--- src/rtl/gpio_expander_regfile.sv ---
// ---------------------------------------------------------------------------
// gpio_expander_regfile
//
// Register file and pin interface for an I2C-addressed GPIO expander with
// NUM_PORTS 8-bit ports. It sits behind an I2C slave byte engine and in front
// of the device pins. It adds input synchronisation, polarity inversion,
// per-bit change detection with mask and sticky status, and an active-low
// interrupt. With NUM_PORTS=2, addresses 0x00-0x07 follow the TCA9539 layout.
//
// Register map (N = NUM_PORTS, p = port index):
//   p      input[p]    (read-only, sync ^ polarity)
//   N+p    output[p]
//   2N+p   polarity[p]
//   3N+p   config[p]   (1 = input, 0 = output)
//   4N+p   mask[p]     (1 = masked)
//   5N+p   status[p]   (read-only, sticky, cleared by a read strobe at p)
//   >= 6N  unmapped    (reads 0x00, writes ignored)
//
// Ports:
//   clk       in   system clock
//   rst_n     in   asynchronous active-low reset
//   addr      in   [7:0] register address
//   dataIn    in   [7:0] write data
//   writeEn   in   one-cycle write strobe
//   rdStrobe  in   one-cycle "byte at addr went to the master" strobe
//   dataOut   out  [7:0] registered read data, valid one cycle after addr
//   gpio_in   in   [8N-1:0] raw asynchronous pin inputs
//   gpio_out  out  [8N-1:0] output-port register
//   gpio_oe   out  [8N-1:0] pin drive enable (~config)
//   int_n     out  registered interrupt, active low
//
// Strobe semantics: writeEn and rdStrobe are single-cycle qualifiers sampled
// on the rising clock edge; addr and dataIn are valid whenever a strobe is
// high. There is no backpressure: every strobe is accepted on its edge.
// ---------------------------------------------------------------------------
module gpio_expander_regfile #(
    parameter int NUM_PORTS   = 2,
    parameter int SYNC_STAGES = 2
) (
    input  logic                   clk,
    input  logic                   rst_n,
    input  logic [7:0]             addr,
    input  logic [7:0]             dataIn,
    input  logic                   writeEn,
    input  logic                   rdStrobe,
    output logic [7:0]             dataOut,
    input  logic [8*NUM_PORTS-1:0] gpio_in,
    output logic [8*NUM_PORTS-1:0] gpio_out,
    output logic [8*NUM_PORTS-1:0] gpio_oe,
    output logic                   int_n
);

    localparam int W = 8 * NUM_PORTS;

    logic [SYNC_STAGES-1:0][W-1:0] r_sync;
    logic [W-1:0]                  r_out;
    logic [W-1:0]                  r_pol;
    logic [W-1:0]                  r_cfg;
    logic [W-1:0]                  r_mask;
    logic [W-1:0]                  r_status;
    logic [W-1:0]                  r_ref;
    logic [2:0]                    r_prime_cnt;
    logic                          r_primed;
    logic [7:0]                    r_data_out;
    logic                          r_int_n;

    logic [W-1:0]         w_sync;
    logic [NUM_PORTS-1:0] w_hit_in, w_hit_out, w_hit_pol;
    logic [NUM_PORTS-1:0] w_hit_cfg, w_hit_mask, w_hit_stat;
    logic [7:0]           w_rd_data;
    logic [W-1:0]         w_clr;
    logic [W-1:0]         w_cfg_rise;
    logic [W-1:0]         w_unmask;
    logic [W-1:0]         w_ref_load;
    logic [W-1:0]         w_change;

    assign w_sync   = r_sync[SYNC_STAGES-1];
    assign gpio_out = r_out;
    assign gpio_oe  = ~r_cfg;
    assign dataOut  = r_data_out;
    assign int_n    = r_int_n;

    // Address decode: one-hot per port for each register bank.
    always_comb begin
        w_hit_in   = '0;
        w_hit_out  = '0;
        w_hit_pol  = '0;
        w_hit_cfg  = '0;
        w_hit_mask = '0;
        w_hit_stat = '0;
        for (int p = 0; p < NUM_PORTS; p++) begin
            w_hit_in[p]   = (addr == 8'(p));
            w_hit_out[p]  = (addr == 8'(NUM_PORTS + p));
            w_hit_pol[p]  = (addr == 8'(2 * NUM_PORTS + p));
            w_hit_cfg[p]  = (addr == 8'(3 * NUM_PORTS + p));
            w_hit_mask[p] = (addr == 8'(4 * NUM_PORTS + p));
            w_hit_stat[p] = (addr == 8'(5 * NUM_PORTS + p));
        end
    end

    // Read mux. Uses current register values, so a same-cycle write to the
    // read address shows up in dataOut only on the following read.
    always_comb begin
        w_rd_data = 8'h00;
        for (int p = 0; p < NUM_PORTS; p++) begin
            if (w_hit_in[p])   w_rd_data = w_sync[8*p +: 8] ^ r_pol[8*p +: 8];
            if (w_hit_out[p])  w_rd_data = r_out[8*p +: 8];
            if (w_hit_pol[p])  w_rd_data = r_pol[8*p +: 8];
            if (w_hit_cfg[p])  w_rd_data = r_cfg[8*p +: 8];
            if (w_hit_mask[p]) w_rd_data = r_mask[8*p +: 8];
            if (w_hit_stat[p]) w_rd_data = r_status[8*p +: 8];
        end
    end

    // Per-bit events that re-baseline the reference value:
    //  - read strobe on an input port clears status and absorbs any change
    //  - a bit turning into an input (config 0->1)
    //  - a bit being unmasked (mask 1->0)
    always_comb begin
        w_clr      = '0;
        w_cfg_rise = '0;
        w_unmask   = '0;
        for (int p = 0; p < NUM_PORTS; p++) begin
            w_clr[8*p +: 8] = {8{rdStrobe & w_hit_in[p]}};
            if (writeEn && w_hit_cfg[p])
                w_cfg_rise[8*p +: 8] = dataIn & ~r_cfg[8*p +: 8];
            if (writeEn && w_hit_mask[p])
                w_unmask[8*p +: 8] = r_mask[8*p +: 8] & ~dataIn;
        end
        w_ref_load = w_clr | w_cfg_rise | w_unmask;
        w_change   = r_cfg & ~r_mask & (w_sync ^ r_ref);
    end

    // Pin synchroniser.
    always_ff @(posedge clk or negedge rst_n) begin
        if (!rst_n) r_sync <= '0;
        else        r_sync <= {r_sync[SYNC_STAGES-2:0], gpio_in};
    end

    // Priming: after reset the synchroniser holds stale zeros, so change
    // detection stays off until SYNC_STAGES+1 edges have flushed it.
    always_ff @(posedge clk or negedge rst_n) begin
        if (!rst_n) begin
            r_prime_cnt <= 3'd0;
            r_primed    <= 1'b0;
        end else if (!r_primed) begin
            if (r_prime_cnt == 3'(SYNC_STAGES)) r_primed    <= 1'b1;
            else                                r_prime_cnt <= r_prime_cnt + 3'd1;
        end
    end

    // Writable registers.
    always_ff @(posedge clk or negedge rst_n) begin
        if (!rst_n) begin
            r_out  <= '1;
            r_pol  <= '0;
            r_cfg  <= '1;
            r_mask <= '1;
        end else if (writeEn) begin
            for (int p = 0; p < NUM_PORTS; p++) begin
                if (w_hit_out[p])  r_out[8*p +: 8]  <= dataIn;
                if (w_hit_pol[p])  r_pol[8*p +: 8]  <= dataIn;
                if (w_hit_cfg[p])  r_cfg[8*p +: 8]  <= dataIn;
                if (w_hit_mask[p]) r_mask[8*p +: 8] <= dataIn;
            end
        end
    end

    // Change detection. The clear term is applied after the set term so a
    // change arriving in the clearing cycle is dropped (it is in r_ref now).
    always_ff @(posedge clk or negedge rst_n) begin
        if (!rst_n) begin
            r_ref    <= '0;
            r_status <= '0;
        end else if (!r_primed) begin
            r_ref    <= w_sync;
            r_status <= '0;
        end else begin
            r_status <= (r_status | w_change) & ~w_clr;
            r_ref    <= (r_ref & ~w_ref_load) | (w_sync & w_ref_load);
        end
    end

    // Registered read data and interrupt.
    always_ff @(posedge clk or negedge rst_n) begin
        if (!rst_n) begin
            r_data_out <= 8'h00;
            r_int_n    <= 1'b1;
        end else begin
            r_data_out <= w_rd_data;
            r_int_n    <= ~|r_status;
        end
    end

endmodule

--- config.mk ---
export PLATFORM = sky130hd
export DESIGN_NAME = gpio_expander_regfile
export DESIGN_NICKNAME = d
export VERILOG_FILES = /design/src/rtl/gpio_expander_regfile.sv
export SDC_FILE = /design/constraint.sdc
export NUM_CORES = 1
export LEC_CHECK = 0
export BUFFER_PORTS_ARGS = -buffer_cell sky130_fd_sc_hd__buf_2
export CORE_AREA = 2 2 152 95
export CTS_BUF_LIST = sky130_fd_sc_hd__clkbuf_8
export CTS_CLUSTER_DIAMETER = 30
export DETAILED_ROUTE_END_ITERATION = 10
export DIE_AREA = 0 0 154 97
export GPL_TIMING_DRIVEN = 1
export PLACE_DENSITY = 0.7
export SETUP_SLACK_MARGIN = 0.5
export SYNTH_ARGS = -nofsm -noshare
export SYNTH_HDL_FRONTEND = slang
export SYNTH_SLANG_ARGS = --single-unit
export TNS_END_PERCENT = 30
--- constraint.sdc ---
create_clock -name clk -period 1.7 [get_ports clk]
set_input_delay 0.255 -clock clk [delete_from_list [all_inputs] [get_ports clk]]
set_output_delay 0.255 -clock clk [all_outputs]
set_load 0.01 [all_outputs]
==> key figures, run 1 <==
Power and ir drop
  – Power Density: 851 nW/um^2
  – Int Pwr: 5.53 mW
  – Combinational group share of total power: 13.5%
  – Clock power share: 35.5%
  – Switch Pwr: 2.17 mW
  – Worst vdd ir: 0.445 mV
  – Register share of total power: 51.1%
  – Sw Ratio: 28.2%
  – Overall power: 7.70 mW
  – Lkg Pwr: 4.19 nW

Run status
  – Outcome: complete, no violations

Timing
  – Max Clk Rate: 606 MHz
  – RSZ-0062 raised after global routing: true
  – WHS: 0.150 ns
  – Post-layout min period: 1.65 ns
  – Worst-Margin Slew: 0.588 ns
  – Final Hold Viols: 0
  – Slew HR: 60.5%
  – Final period util: 97.0%
  – Final count of pins violating max slew: 0
  – Final Setup Violations: 0
  – Worst Skew: 0.00884 ns

Logic synthesis
  – Main combinational cell family by area after synthesis: compound AO/OA/AOI/OAI gates
  – Avg Cell Area, Syn: 10.6 sq um
  – Mux cell area share after synthesis: 11.2%
  – Number of synthesis warnings: 0
  – Synthesized-area fraction occupied by adder cells: 0.371%
  – Post-synthesis compound-gate area fraction: 14.4%
  – Synthesized area: 6740 sq um
  – Most numerous cell in the Yosys netlist: dfrtp_1
  – Post-Synth Simple-Gate Area: 12.2%
  – Top cells by count, synth: dfrtp_1 (92), o21ai_0 (58), nand2_1 (51)
  – Post-synthesis xor/xnor area fraction: 3.77%
  – Netlist cell types: 57
  – Post-synth EDFFs: 0
  – Mapped Nets: 673
  – Sequential-to-total area share from yosys stat: 53.3%
  – Top_reg_cell synth: dfrtp_1
  – Top cell type by total area after synthesis: dfrtp_1
  – Synthesis-stage register bit count: 141
  – Ys async rst share: 100%
  – Share of the synthesized area in the top cell type: 34.2%
  – Post-Synthesis Cells: 635
  – Area contributors post-synth: dfrtp_1 (34%), dfstp_2 (19%), mux2_2 (8.2%), o21ai_0 (4.3%), xor2_1 (2.9%)

Drt
  – WL per Instance: 20.4 microns
  – Routed Antenna Nets: 0
  – First-pass iteration count of the detailed router: 8
  – Drt total wl: 19800 microns
  – Met3 wire length: 1730 microns
  – Vias: 5763
  – Vias per std cell: 5.94
  – Drt drc: 0
  – Met2 wire length: 8870 microns
  – Drt first-iter violations: 515
  – Top layer in use: met4
  – Met1 Wirelength: 8800 microns

Clock network
  – Clk sinks: 141
  – H-tree levels: 4
  – Number of buffers created by CTS: 17
  – CTS tree: built
  – Clk_lat worst skew: 0.45 ns
  – Clock buffer depth: 2
  – Root Driver: clkbuf_8
  – Clk pin slew, worst setup/hold paths: 0.08 ns

Floorplan
  – Num rows: 33
  – IO Count: 77
  – Core ar.: 13400 sq um
  – Die Span Y: 97 microns
  – Initial Utilization: 50.2%
  – Full die area: 14900 sq um
  – Die W: 154 microns

Worst setup path
  – Reg2reg start: r_primed$_DFF_PN0_
  – Setup Crit Path Kind: input pin to flop
  – CP Capture Type: flop
  – Worst EP required: 2.07 ns
  – Crit start category: input pin
  – CP arrival: 2.02 ns
  – Crit path from: addr[5]
  – Crit path max fanout: 8

Final layout
  – Fin util: 67.4%
  – Layout cells sized above 1: 44.2%
  – Fill count: 990
  – Area delta synth->final: 34.2%
  – Ant diodes: 0
  – NumNets Final: 820

Global route
  – Grt ovf: 0
  – Pin count of the biggest net entering global routing: 58
  – Vias in the first global route: 5719
  – Total GRT Usage: 25.6%
  – Initial antenna violation count: 0
  – First-pass GRT wire length: 29800 microns

Hold path
  – Worst min path class: input pin to flop
  – Hold Path Origin: dataIn[7]

Placed design
  – Gpl congestion: 0.897
  – Post-detail-place hpwl: 12900 microns
  – Port bufs: 76

Job
  – Max_cap viols: 0
## critical path, cell delays in order
cell and delay [ns]:
buf_6 0.09, or4_4 0.57, or2_4 0.30, or3_4 0.47, mux2_4 0.33
## metrics by stage
stage / setup TNS [ns] / instance area (sq um) / worst slack, ns / std cells
2_1_floorplan: -15.34 / 6780 / -0.409 / 635
3_3_place_gp: -23.83 / 7730 / -0.464 / 912
3_5_place_dp: -26.52 / 7730 / -0.568 / 912
4_1_cts: 0 / 8560 / 0.104 / 965
5_1_grt: 0 / 9050 / 0.0320 / 970
6_report: 0 / 9050 / 0.0506 / 970
## power by group through the flow
| stage | registers [mW] | logic [mW] | clock network [mW] |
|---|---|---|---|
| 2_1_floorplan | 3.89 | 0.520 | 0 |
| 3_3_place_gp | 3.95 | 0.841 | 0 |
| 3_5_place_dp | 3.97 | 0.878 | 0 |
| 4_1_cts | 3.91 | 0.944 | 2.79 |
| 5_1_grt | 3.95 | 1.13 | 2.93 |
| 6_report | 3.93 | 1.04 | 2.73 |
## repair_timing
action | CTS | global route
hold buffers | 17 | 0
pin swaps | 3 | 26
setup endpoints to repair | 148 | 149
endpoints found under the hold margin | 68 | 0
gates cloned | 0 | 3
resized for setup | 46 | 98
setup buffers | 4 | 2
## cell families after synthesis
logic type      count (synthesis)
simple gates                  166
compound gates                152
xor+xnor                       29
fa+ha+maj                       2
buf+inv                        80
flops                         141
mux                            65
## routing by layer
metal / GRT usage [%] / up-vias
li1: - / 2527
met1: 35.9 / 2853
met2: 38.5 / 328
met3: 6.18 / 55
met4: 9.92 / 0
met5: 0 / -
## placed cells by master, fill, tap and decap left out, types with 5 or more instances in the layout
cell type,n
buf_2,71
dfstp_2,49
a211oi_2,5
buf_4,45
inv_2,5
nand2b_1,10
nor2_1,29
clkbuf_8,19
nand2_1,48
inv_1,36
buf_6,22
dlygate4sd3_1,17
a21oi_1,17
buf_12,7
xnor2_1,7
mux2_4,28
mux2_2,29
xor2_1,22
a22oi_1,6
o21ai_0,47
nor2_4,7
nand3_1,12
dfrtp_1,92
mux2i_1,8
o311ai_4,8
nor2b_1,14
o22ai_1,5
nor3_2,5
a31oi_1,18
## area by class of cell
type	count	area, sq um	area share [%]
Clock buffer	19	262	2.89
Sequential cell	141	3590	39.7
Tap cell	175	219	2.42
Timing Repair Buffer	167	1350	14.9
Inverter	41	154	1.70
Clock inverter	13	140	1.55
Multi-Input combinational cell	414	3330	36.8
## worst paths after layout
kind	to	slack, ns	depth (start not counted)
min reg2reg	w_sync[8]$_DFF_PN0_	0.35	0
min in group asynchronous	w_sync[13]$_DFF_PN0_	0.25	2
max	gpio_out[12]$_DFFE_PN1P_	0.05	5
max reg2reg	flop	0.17	4
min	r_cfg[7]$_DFFE_PN1P_	0.15	3
max in group asynchronous	gpio_out[12]$_DFFE_PN1P_	0.80	3
Power figures use the tool's default switching activity.
==> inputs of run 2 (changes only) <==
--- a/config.mk
+++ b/config.mk
@@ -12,7 +12,7 @@
 export DETAILED_ROUTE_END_ITERATION = 10
 export DIE_AREA = 0 0 154 97
 export GPL_TIMING_DRIVEN = 1
-export PLACE_DENSITY = 0.7
+export PLACE_DENSITY = 0.78
 export SETUP_SLACK_MARGIN = 0.5
 export SYNTH_ARGS = -nofsm -noshare
 export SYNTH_HDL_FRONTEND = slang
==> constraint.sdc (replaced) <==
create_clock -name clk -period 2 [get_ports clk]
set_input_delay 0.3 -clock clk [delete_from_list [all_inputs] [get_ports clk]]
set_output_delay 0.3 -clock clk [all_outputs]
set_load 0.01 [all_outputs]
==> run 2 against run 1 <==
Against the previous run:
- sequential power decreased by 15%
- power decreased by 17%
- sequential share of layout area increased by 1.2 points
- largest cell class unchanged
- highest routed layer unchanged
==> key figures, run 2 (same netlist as run 1, synthesis figures left out) <==
Run status
  – Outcome: complete, no violations

Timing
  – Final period util: 85.5%
  – Final Hold Viols: 0 (unchanged)
  – Post-layout min period: 1.71 ns
  – Final count of pins violating max slew: 0 (unchanged)
  – WHS: 0.187 ns (+0.0368 ns)
  – Slew HR: 68.7% (+8.2 points)
  – Final Setup Violations: 0 (unchanged)
  – RSZ-0062 raised after global routing: true
  – Max Clk Rate: 585 MHz
  – Final setup TNS: 0 ns (unchanged)
  – Worst-Margin Slew: 0.466 ns (-0.122 ns)
  – Worst Skew: 0.0140 ns (+0.00517 ns)

Clock network
  – Clock buffer depth: 2 (unchanged)
  – Clk sinks: 141 (unchanged)
  – H-tree levels: 4 (unchanged)
  – Number of buffers created by CTS: 17 (unchanged)
  – Root Driver: clkbuf_8
  – Clk_lat worst skew: 0.46 ns (about the same)
  – CTS tree: built
  – Clk pin slew, worst setup/hold paths: 0.08 ns (about the same)

Floorplan
  – Core ar.: 13400 sq um (unchanged)
  – Initial Utilization: 50.2% (unchanged)
  – Die Span Y: 97 microns (unchanged)
  – Die W: 154 microns (unchanged)
  – Full die area: 14900 sq um (unchanged)
  – Num rows: 33 (unchanged)
  – IO Count: 77 (unchanged)

Drt
  – WL per Instance: 21.4 microns (+4.9%)
  – Drt total wl: 20900 microns (+5.5%)
  – Vias per std cell: 6.13 (+3.2%)
  – Vias: 5979 (+3.7%)
  – First-pass iteration count of the detailed router: 8 (unchanged)
  – Drt first-iter violations: 808 (+57%)
  – Drt drc: 0 (unchanged)
  – Routed Antenna Nets: 0 (unchanged)

Final layout
  – Fin util: 65.5% (-1.9 points)
  – Multi-input logic area: 3120 sq um (-6.5%)
  – Fill count: 991 (+0.10%)
  – Highest-count cells in the layout ignoring fill and taps: dfrtp_1 (92), buf_2 (76), nand2_1 (51)
  – Commonest non-fill, non-tap cell in the layout: dfrtp_1
  – Layout cells sized above 1: 40.4% (-3.8 points)
  – Ant diodes: 0 (unchanged)
  – NumNets Final: 825 (+0.61%)
  – Final Non-Filler Cells: 975 (+0.52%)
  – Area delta synth->final: 30.4%
  – FF+latch area: 3590 sq um (unchanged)

Worst setup path
  – Crit path max fanout: 4 (-4)
  – Setup Crit Path Kind: input pin to flop
  – Crit path buf inv count: 2 (+1)
  – CP arrival: 2.05 ns (+0.03 ns)
  – Crit path from: addr[6]
  – Reg2reg start: r_cfg[1]$_DFFE_PN1P_
  – Worst EP required: 2.34 ns (+0.27 ns)
  – Slowest stage delay, CP: 0.56 ns (about the same)
  – Crit path max-delay family: simple AND/OR/NAND/NOR gates
  – CP Capture Type: flop
  – Highest-delay cell along the critical path: or4_4
  – CP cell instances: buf_6 -> or4_4 -> nor2_4 -> nand3_4 -> buf_8 -> o311ai_4 -> mux2_4
  – Crit start category: input pin

Power and ir drop
  – Int Pwr: 4.52 mW (-18%)
  – Sw Ratio: 29.0% (+0.82 points)
  – Worst vdd ir: 0.387 mV (-13%)
  – Clock power share: 34.0% (-1.5 points)
  – Switch Pwr: 1.85 mW (-15%)
  – Register share of total power: 52.4% (+1.3 points)
  – Combinational group share of total power: 13.6% (about the same)
  – Lkg Pwr: 4.16 nW (-0.51%)
  – Power Density: 725 nW/um^2 (-15%)

Global route
  – Total GRT Usage: 26.6% (+1.0 points)
  – Initial antenna violation count: 0 (unchanged)
  – First-pass GRT wire length: 30700 microns (+3.2%)
  – Vias in the first global route: 5823 (+1.8%)
  – Grt ovf: 0 (unchanged)
  – Pin count of the biggest net entering global routing: 58 (unchanged)

Job
  – Max_cap viols: 0 (unchanged)

Placed design
  – Post-detail-place hpwl: 13100 microns (+1.4%)
  – Gpl congestion: 0.940 (+4.8%)
  – Port bufs: 76 (unchanged)
  – Placed Cells: 899 (-1.4%)

Hold path
  – Hold Path Origin: dataIn[2]
  – Worst min path class: input pin to flop
[run 2: cell types whose count changed in the layout (fill, tap and decap cells not counted), sizes merged]
cell	previous run	this run
bufinv	2	1
clkinv	5	7
clkinvlp	4	3
inv	43	44
clkbuf	23	20
buf	146	153
[run 2: worst reg2reg max path: cells and delay by family (launching register included)]
family,cells,cell delay (ns)
AO/OA/AOI/OAI,2,0.44
flip-flops,1,0.40
multiplexers,1,0.27
AND/OR/NAND/NOR,2,0.27
[run 2: metrics by stage]
stage	power (mW)	worst slack, ns	area [sq um]
after floorplan	3.75	-0.154	6780
after global placement	4.06	-0.244	7630
after detailed placement	4.11	-0.323	7630
after CTS	6.32	0.336	8460
after global routing	6.61	0.249	8790
final	6.37	0.289	8790
[run 2: final cells by class]
| type | instances | area share [%] |
|---|---|---|
| clock buffers | 18 | 2.82 |
| clock inverters | 14 | 1.40 |
| well taps | 175 | 2.49 |
| flip-flops and latches | 141 | 40.8 |
| repair buffers | 172 | 15.2 |
| multi-input cells | 414 | 35.5 |
| inverters | 41 | 1.75 |
[run 2: repair_timing]
item / CTS / global route
endpoints found under the setup margin: 91 / 102
buffers inserted: 10 / 12
hold buffers: 17 / 0
cloned: 0 / 5
endpoints found under the hold margin: 43 / 0
resized for setup: 46 / 40
pin swaps: 7 / 13
[run 2: power by group through the flow]
stage                     Clock, mW  Sequential (mW)  Combinational (mW)
final                          2.17             3.34               0.865
after global routing           2.31             3.36               0.940
after CTS                      2.20             3.32               0.790
after detailed placement          0             3.38               0.736
after global placement            0             3.36               0.698
after floorplan                   0             3.30               0.442
[run 2: path summary, 6_finish.rpt]
path                                               end  slack, ns  cells after the start
worst max-delay path                              flop       0.29                      7
worst min-delay path             r_mask[2]$_DFFE_PN1P_       0.19                      3
worst max register to register    dataOut[1]$_DFF_PN0_       0.50                      5
worst min register to register     w_sync[8]$_DFF_PN0_       0.35                      0
max in group asynchronous       r_mask[12]$_DFFE_PN1P_       0.95                      3
min in group asynchronous         r_sync[14]$_DFF_PN0_       0.35                      2
[run 2: per-layer routing]
layer  vias to the layer above  share of wire [%]  track usage [%]  routed length (microns)
met5                         -                  0                0                        0
met3                        94                 11             6.85                     2330
li1                       2547                  -                -                        -
met2                       423                 45             40.6                     9340
met1                      2915                 41             36.3                     8510
met4                         0                3.5             10.9                      727
